File: config.mk
export PLATFORM = sky130hd
export DESIGN_NAME = uart_rx_core
export DESIGN_NICKNAME = d
export VERILOG_FILES = /design/src/rtl/uart_rx_core.sv
export SDC_FILE = /design/constraint.sdc
export NUM_CORES = 1
export LEC_CHECK = 0
export ABC_AREA = 1
export CAP_MARGIN = 0
export CORE_ASPECT_RATIO = 0.9
export CORE_MARGIN = 2
export CORE_UTILIZATION = 58
export DETAILED_ROUTE_END_ITERATION = 7
export GPL_ROUTABILITY_DRIVEN = 0
export GPL_TIMING_DRIVEN = 0
export PLACE_DENSITY = 0.83
export SLEW_MARGIN = 20
export SYNTH_ARGS = -nofsm -noshare
export SYNTH_HDL_FRONTEND = slang
export SYNTH_SLANG_ARGS = --single-unit
File: constraint.sdc
create_clock -name clk -period 4.4 [get_ports clk]
set_clock_uncertainty 0.2 [all_clocks]
set_input_delay 0.88 -clock clk [delete_from_list [all_inputs] [get_ports clk]]
set_output_delay 0.88 -clock clk [all_outputs]
set_load 0.005 [all_outputs]
File: src/rtl/uart_rx_core.sv
`default_nettype none
// ============================================================================
// Module   : uart_rx_core
// Purpose  : 8N1 UART receiver driven by an oversampling baud tick. The serial
//            line is double-flop synchronized, the start bit is qualified at
//            its mid-point, data bits are sampled once per bit period, and the
//            stop bit decides between loading the byte and flagging a framing
//            error.
// Ports    : clk        - system clock, rising edge
//            reset_n    - asynchronous active-low reset
//            baud_tick  - single-clk enable at OVERSAMPLE x baud rate
//            rxd        - asynchronous serial input, idle high
//            rx_ready   - consumer accepts data_rd this clk
//            err_clr    - clears sticky frame_err / overrun
//            data_rd    - last received byte
//            rx_valid   - data_rd holds an unconsumed byte
//            busy       - receiver is inside a frame (not IDLE)
//            frame_err  - sticky, stop bit sampled low
//            overrun    - sticky, byte completed while rx_valid still held
// Revision : 1.0 - initial release
// ============================================================================
module uart_rx_core #(
    parameter int OVERSAMPLE = 16
) (
    input  logic       clk,
    input  logic       reset_n,
    input  logic       baud_tick,
    input  logic       rxd,
    input  logic       rx_ready,
    input  logic       err_clr,
    output logic [7:0] data_rd,
    output logic       rx_valid,
    output logic       busy,
    output logic       frame_err,
    output logic       overrun
);

    localparam int c_TICK_W = $clog2(OVERSAMPLE);

    localparam logic [c_TICK_W-1:0] c_TICK_ONE  = c_TICK_W'(1);
    localparam logic [c_TICK_W-1:0] c_TICK_HALF = c_TICK_W'(OVERSAMPLE / 2 - 1);
    localparam logic [c_TICK_W-1:0] c_TICK_LAST = c_TICK_W'(OVERSAMPLE - 1);

    localparam logic [1:0] c_S_IDLE  = 2'd0;
    localparam logic [1:0] c_S_START = 2'd1;
    localparam logic [1:0] c_S_DATA  = 2'd2;
    localparam logic [1:0] c_S_STOP  = 2'd3;

    logic                r_sync1;
    logic                r_sync2;
    logic [1:0]          r_state;
    logic [c_TICK_W-1:0] r_tick;
    logic [2:0]          r_bit_cnt;
    logic                r_arm;
    logic [7:0]          r_shift;

    logic w_rxd_s;
    logic w_stop_sample;
    logic w_load;
    logic w_ferr_set;
    logic w_ovr_set;
    logic w_consume;

    // ------------------------------------------------------------------------
    // Two-flop synchronizer; resets to the idle line level so that a reset
    // release never looks like a start edge.
    // ------------------------------------------------------------------------
    always_ff @(posedge clk or negedge reset_n) begin
        if (!reset_n) begin
            r_sync1 <= 1'b1;
            r_sync2 <= 1'b1;
        end else begin
            r_sync1 <= rxd;
            r_sync2 <= r_sync1;
        end
    end

    assign w_rxd_s = r_sync2;

    // ------------------------------------------------------------------------
    // Frame FSM. Everything here advances only on baud ticks.
    // The arm flag demands a high line at a tick before a low line can start a
    // frame; this keeps a held-low break after a bad stop bit from re-triggering.
    // ------------------------------------------------------------------------
    always_ff @(posedge clk or negedge reset_n) begin
        if (!reset_n) begin
            r_state   <= c_S_IDLE;
            r_tick    <= '0;
            r_bit_cnt <= 3'd0;
            r_arm     <= 1'b0;
            r_shift   <= 8'h00;
            busy      <= 1'b0;
        end else if (baud_tick) begin
            case (r_state)
                c_S_IDLE: begin
                    if (w_rxd_s) begin
                        r_arm <= 1'b1;
                    end else if (r_arm) begin
                        r_state <= c_S_START;
                        r_tick  <= '0;
                        r_arm   <= 1'b0;
                        busy    <= 1'b1;
                    end
                end

                c_S_START: begin
                    // Half a bit in: still low means a real start bit, and the
                    // tick counter is now centred for the data bits.
                    if (r_tick == c_TICK_HALF) begin
                        r_tick <= '0;
                        if (!w_rxd_s) begin
                            r_state   <= c_S_DATA;
                            r_bit_cnt <= 3'd0;
                        end else begin
                            r_state <= c_S_IDLE;
                            busy    <= 1'b0;
                        end
                    end else begin
                        r_tick <= r_tick + c_TICK_ONE;
                    end
                end

                c_S_DATA: begin
                    if (r_tick == c_TICK_LAST) begin
                        r_tick    <= '0;
                        // LSB-first: new bit enters at the MSB and walks down.
                        r_shift   <= {w_rxd_s, r_shift[7:1]};
                        r_bit_cnt <= r_bit_cnt + 3'd1;
                        if (r_bit_cnt == 3'd7) begin
                            r_state <= c_S_STOP;
                        end
                    end else begin
                        r_tick <= r_tick + c_TICK_ONE;
                    end
                end

                c_S_STOP: begin
                    if (r_tick == c_TICK_LAST) begin
                        r_tick  <= '0;
                        r_state <= c_S_IDLE;
                        busy    <= 1'b0;
                    end else begin
                        r_tick <= r_tick + c_TICK_ONE;
                    end
                end

                default: begin
                    r_state <= c_S_IDLE;
                    r_tick  <= '0;
                    busy    <= 1'b0;
                end
            endcase
        end
    end

    // Stop-bit decision point and the events derived from it.
    assign w_stop_sample = baud_tick && (r_state == c_S_STOP) && (r_tick == c_TICK_LAST);
    assign w_load        = w_stop_sample && w_rxd_s;
    assign w_ferr_set    = w_stop_sample && !w_rxd_s;
    assign w_consume     = rx_valid && rx_ready;
    // A byte only overruns if the held one is not being taken in the same clk.
    assign w_ovr_set     = w_load && rx_valid && !rx_ready;

    // ------------------------------------------------------------------------
    // Output holding register and sticky flags. Consumption is evaluated every
    // clk, independent of baud_tick.
    // ------------------------------------------------------------------------
    always_ff @(posedge clk or negedge reset_n) begin
        if (!reset_n) begin
            data_rd  <= 8'h00;
            rx_valid <= 1'b0;
        end else if (w_load && !w_ovr_set) begin
            data_rd  <= r_shift;
            rx_valid <= 1'b1;
        end else if (w_consume) begin
            rx_valid <= 1'b0;
        end
    end

    // Setting a flag takes priority over clearing it in the same clk.
    always_ff @(posedge clk or negedge reset_n) begin
        if (!reset_n) begin
            frame_err <= 1'b0;
            overrun   <= 1'b0;
        end else begin
            if (w_ferr_set) begin
                frame_err <= 1'b1;
            end else if (err_clr) begin
                frame_err <= 1'b0;
            end

            if (w_ovr_set) begin
                overrun <= 1'b1;
            end else if (err_clr) begin
                overrun <= 1'b0;
            end
        end
    end

endmodule
`default_nettype wire

==> results_dict.tcl, run 1 <==
set metrics [dict create \
    cts-resized-gates 0 \
    regArea_um2 803 \
    cts_root_buf "clkbuf_4" \
    coreArea_um2 2420 \
    fillers 172 \
    layout-drive-gt1-share_pct 16.1 \
    grt_start_max_net_pins 33 \
    crit_chain "clkdlybuf4s50_1" \
    drv_slew 0 \
    synth_fp_nets 171 \
    end_kind "output pin" \
    startpoint_type "flip-flop" \
    initial_core_util_pct 60.2 \
    die_area_um2 2930 \
    multiInputGateArea_um2 543 \
    h-tree-depth 2 \
    grt.overflow.total 0 \
    path_delay_family "buffers and inverters" \
    wl_um 2700 \
    synth_simple_gate_area_share_pct 24.4 \
    max_stage_delay_ps 510 \
    worst-path-buf-inv 1 \
    dp_hpwl_um 2000 \
    clock_latency_ps 320 \
    ys_warn_count 0 \
    postCtsSetupRepairBufs 0 \
    synth-edff-count 0 \
    max_cap_viol_count 0 \
    rsz0062_at_grt "false" \
    tns_ps 0 \
    cts_tree "yes" \
    ys_types 24 \
    finish.net_count 194 \
    min_period_over_period_pct 51.7 \
    hold_viol 0 \
    grt_pass1_wl_um 4750 \
    status "complete, no violations" \
    power.density_nw_per_um2 417 \
    design_area_um2 1710 \
    drtIter0Drc 35 \
    min_period_ps 2270 \
    grt_pass1_vias 1101 \
    num_vias 1123 \
    synth_xor_area_share_pct 0 \
    worstMarginPinSlew_ps 685 \
    ys.flop_type "dfrtp_1" \
    area_growth_pct 17.1 \
    fmax_ghz 0.440 \
    netlist_instances 162 \
    die_h_um 51.6 \
    vdd_ir_drop_max_mv 0.307 \
    track_usage_pct 22.0 \
    cp_max_fo 2 \
    synth_top_area_cell "dfrtp_1" \
    cp.arrival_ps 1190 \
    hold_class "reg2reg" \
    synthTopCellsByCount "50 x nand2_1, 30 x dfrtp_1, 20 x inv_1" \
    grt_antenna_before_repair 0 \
    slew_headroom_pct 54.3 \
    synth_area_leaders "dfrtp_1 51%, nand2_1 13%, inv_1 5.1%" \
    critPathKind "reg2out" \
    cp_slowest_cell "clkdlybuf4s50_1" \
    p_leak_nw 0.830 \
    cts_buffers 5 \
    avgSynthCellArea_um2 9.01 \
    diodes 0 \
    synth_top_area_share_pct 51.5 \
    netlist_area_um2 1460 \
    route.detailed.drc 0 \
    setup_viol 0 \
    cts.clk_slew.worst_paths_ps 90 \
    synthArstFlopShare_pct 100 \
    ys_seq_area_share_pct 55.1 \
    avgViaCountPerCell 5.25 \
    die_w_um 56.9 \
    ioPinCount 18 \
    ys_seq_elements 32 \
    muxShareOfSynthArea_pct 0 \
    cts_hold_buf 0 \
    crit_required_ps 3320 \
    io_buffer_count 16 \
    fp-row-count 17 \
    synth_compound_area_share_pct 10.3 \
    synth.most_common_cell "nand2_1" \
    wl_per_cell_um 12.6 \
    placed_cell_area_um2 1650 \
    drtPass1Iterations 4 \
    synth_top_family_by_area "simple AND/OR/NAND/NOR gates" \
    synth_fa_ha_area_share_pct 2.57 \
    clock_path_buffers 2 \
    antenna_left 0 \
    cts.sinks 32 \
]
## worst paths after layout
path,start,endpoint,slack (ps),cells past startpoint
worst max-delay path,data_rd[3],data_rd[3],2130,1
worst min-delay path,r_sync1,r_sync2,160,0
worst max register to register,r_tick[1],r_shift[4],2710,7
worst min register to register,r_sync1,r_sync2,160,0
max in group asynchronous,reset_n,r_shift[1],3170,1
min in group asynchronous,reset_n,async pin,380,1
## sequential cells by signal, summed over array words and instances (netlist names), named ones only
signal	count
data_rd	8
r_arm	1
overrun	1
rx_valid	1
r_sync2	1
r_state	1
r_sync1	1
r_shift	8
busy	1
r_tick	4
frame_err	1
r_bit_cnt	3
## cells by family (layout without fill, tap and decap cells)
kind of cell / Yosys count / count (layout)
simple gates: 77 / 77
flops: 32 / 32
compound gates: 25 / 25
buf+inv: 25 / 49
fa+ha+maj: 3 / 3
## placed cells by master, fill, tap and decap left out, drive strengths merged
master and n:
clkdlybuf4s50 15, nand2 54, a21oi 3, inv 22, clkbuf 9, ha 3
a31oi 1, o22ai 1, or2 1, nor2 10, dfstp 2, nand3 9
buf 3, nand4 3, dfrtp 30, o21ai 20
## final cells by class
| type | instances | share of cell area [%] |
|---|---|---|
| repair buffers | 16 | 9.08 |
| inverters | 22 | 4.84 |
| flip-flops and latches | 32 | 47.0 |
| well taps | 28 | 2.05 |
| multi-input cells | 105 | 31.8 |
| plain buffers | 3 | 1.76 |
| clock buffers | 8 | 3.44 |
## stage by stage
stage	total power [mW]	instances	utilization, %	hold slack, ps	setup slack [ps]
CTS	0.717	214	70.4	167	2100
floorplan	0.487	162	-	145	2540
detailed placement	0.543	206	68.0	154	2140
global route	0.756	214	70.4	176	2070
finish	0.712	214	70.4	165	2130
global placement	0.528	206	68.2	147	1680
## power breakdown
part	total [mW]	internal, mW	leakage (nW)	switching (mW)
clock	0.172	0.0788	0.0326	0.0931
combinational	0.181	0.0627	0.373	0.118
sequential	0.359	0.326	0.425	0.0328
## routing by layer
metal | share of wire, % | global-route usage, % | up-vias
li1 | - | - | 559
met1 | 45 | 25.3 | 538
met2 | 49 | 37.6 | 20
met3 | 3.3 | 6.97 | 6
met4 | 2.1 | 10.5 | 0
met5 | 0 | 0 | -
No activity file was read; power rests on OpenSTA's default activity.
==> run 2: changes to the inputs <==
CORE_UTILIZATION = 54   (was 58)
PLACE_DENSITY = 0.78   (was 0.83)
clock period = 2.4 ns   (was 4.4 ns; I/O delays follow)
==> results_dict.tcl, run 2 (synthesis results as in run 1) <==
set metrics [dict create \
    min_period_over_period_pct 77.7 \
    hold_class "in2async" \
    finish.net_count 194 \
    startpoint_type "flip-flop" \
    design_area_um2 1710 \
    fp-row-count 17 \
    fmax_ghz 0.536 \
    area_growth_pct 17.1 \
    antenna_left 0 \
    io_buffer_count 16 \
    power.density_nw_per_um2 757 \
    worst-path-buf-inv 1 \
    cts_tree "yes" \
    route.detailed.drc 1 \
    diodes 0 \
    end_kind "output pin" \
    critPathKind "reg2out" \
    status "finished with violations" \
    critical_path.endpoint "overrun" \
    rsz0062_at_grt "false" \
    grt_start_max_net_pins 33 \
    max_cap_viol_count 0 \
    p_leak_nw 0.830 \
    layout_commonest_cell "nand2_1" \
    grt_antenna_before_repair 0 \
    worstMarginPinSlew_ps 682 \
    cp.arrival_ps 1190 \
    grt_pass1_vias 1067 \
    cp_num_cells 1 \
    r2r-start "r_tick[0]" \
    path_delay_family "buffers and inverters" \
    die_w_um 58.8 \
    die_h_um 53.3 \
    postCtsSetupRepairBufs 0 \
    cts.clk_slew.worst_paths_ps 90 \
    crit_chain "clkdlybuf4s50_1" \
    min_period_ps 1870 \
    die_area_um2 3130 \
    wl_per_cell_um 11.6 \
    ioPinCount 18 \
    timing.rr.end "r_shift[4]" \
    slew_headroom_pct 54.5 \
    cts.sinks 32 \
    wl_um 2490 \
    drtIter0Drc 40 \
    crit_start "overrun" \
    holdWs_ps -11.4 \
    cts_hold_buf 0 \
    grt.overflow.total 0 \
    setup_viol 0 \
    clock_latency_ps 320 \
    cp_max_fo 2 \
    ff2ff_setup_slack_ps 640 \
    drtPass1Iterations 6 \
    cts-resized-gates 0 \
    regArea_um2 803 \
    multiInputGateArea_um2 543 \
    reg2reg_depth 7 \
    crit_required_ps 1720 \
    cts_root_buf "clkbuf_4" \
    coreArea_um2 2510 \
    h-tree-depth 2 \
    layout-drive-gt1-share_pct 16.1 \
    max_stage_delay_ps 510 \
    dp_hpwl_um 1830 \
    placed_cell_area_um2 1650 \
    cp_slowest_cell "clkdlybuf4s50_1" \
    vdd_ir_drop_max_mv 0.537 \
    hold_viol 30 \
    drv_slew 0 \
    final_cell_mix "50 x nand2_1, 30 x dfrtp_1, 20 x inv_1" \
    clock_path_buffers 2 \
    num_vias 1097 \
    avgViaCountPerCell 5.13 \
    tns_ps 0 \
    grt_pass1_wl_um 4400 \
    violations "design-rule violations, negative hold slack" \
    track_usage_pct 19.3 \
    initial_core_util_pct 58.1 \
    fillers 207 \
    largestRegisters "data_rd x8, r_shift x8, r_tick x4" \
    cts_buffers 5 \
]
## run 2: cell counts in the layout (fill, tap and decap cells not counted)
No cell type changed its count.
## run 2: power breakdown
part | total (mW) | internal [mW] | switching, mW
combinational | 0.328 | 0.115 | 0.213
sequential | 0.659 | 0.598 | 0.0600
clock | 0.307 | 0.144 | 0.162
## run 2: cell type report
| type | count | share of cell area, % |
|---|---|---|
| Tap cell | 28 | 2.05 |
| Buffer | 3 | 1.76 |
| Sequential cell | 32 | 47.0 |
| Inverter | 22 | 4.84 |
| Clock buffer | 8 | 3.44 |
| Multi-Input combinational cell | 105 | 31.8 |
| Timing Repair Buffer | 16 | 9.08 |
## run 2: how the worst min path moves through the flow
stage	from	endpoint	slack, ps	cells after the start
after detailed placement	r_sync1	r_sync2	150	0
final	reset_n	busy	-10	1
after global placement	r_sync1	r_sync2	150	0
after floorplan	reset_n	async pin	-20	0
after global routing	reset_n	r_bit_cnt[0]	40	1
after CTS	reset_n	busy	10	1
## run 2: metal layers
layer | GRT usage [%] | vias to the layer above | share of wire [%]
met1 | 24.8 | 509 | 48
met4 | 9.47 | 0 | 1.8
met2 | 29.6 | 25 | 45
met5 | 0 | - | 0
met3 | 5.87 | 7 | 4.5
li1 | - | 556 | -
## run 2: stage by stage
step                      instances  hold slack [ps]  power, mW  util, %  setup slack [ps]
after floorplan                 162            -15.6      0.894        -               885
after global placement          206              147      0.970     65.9              88.3
after detailed placement        206              152      0.995     65.7               559
after CTS                       214             11.0       1.31     68.0               524
after global routing            214             41.1       1.39     68.0               475
final                           214            -11.4       1.29     68.0               534
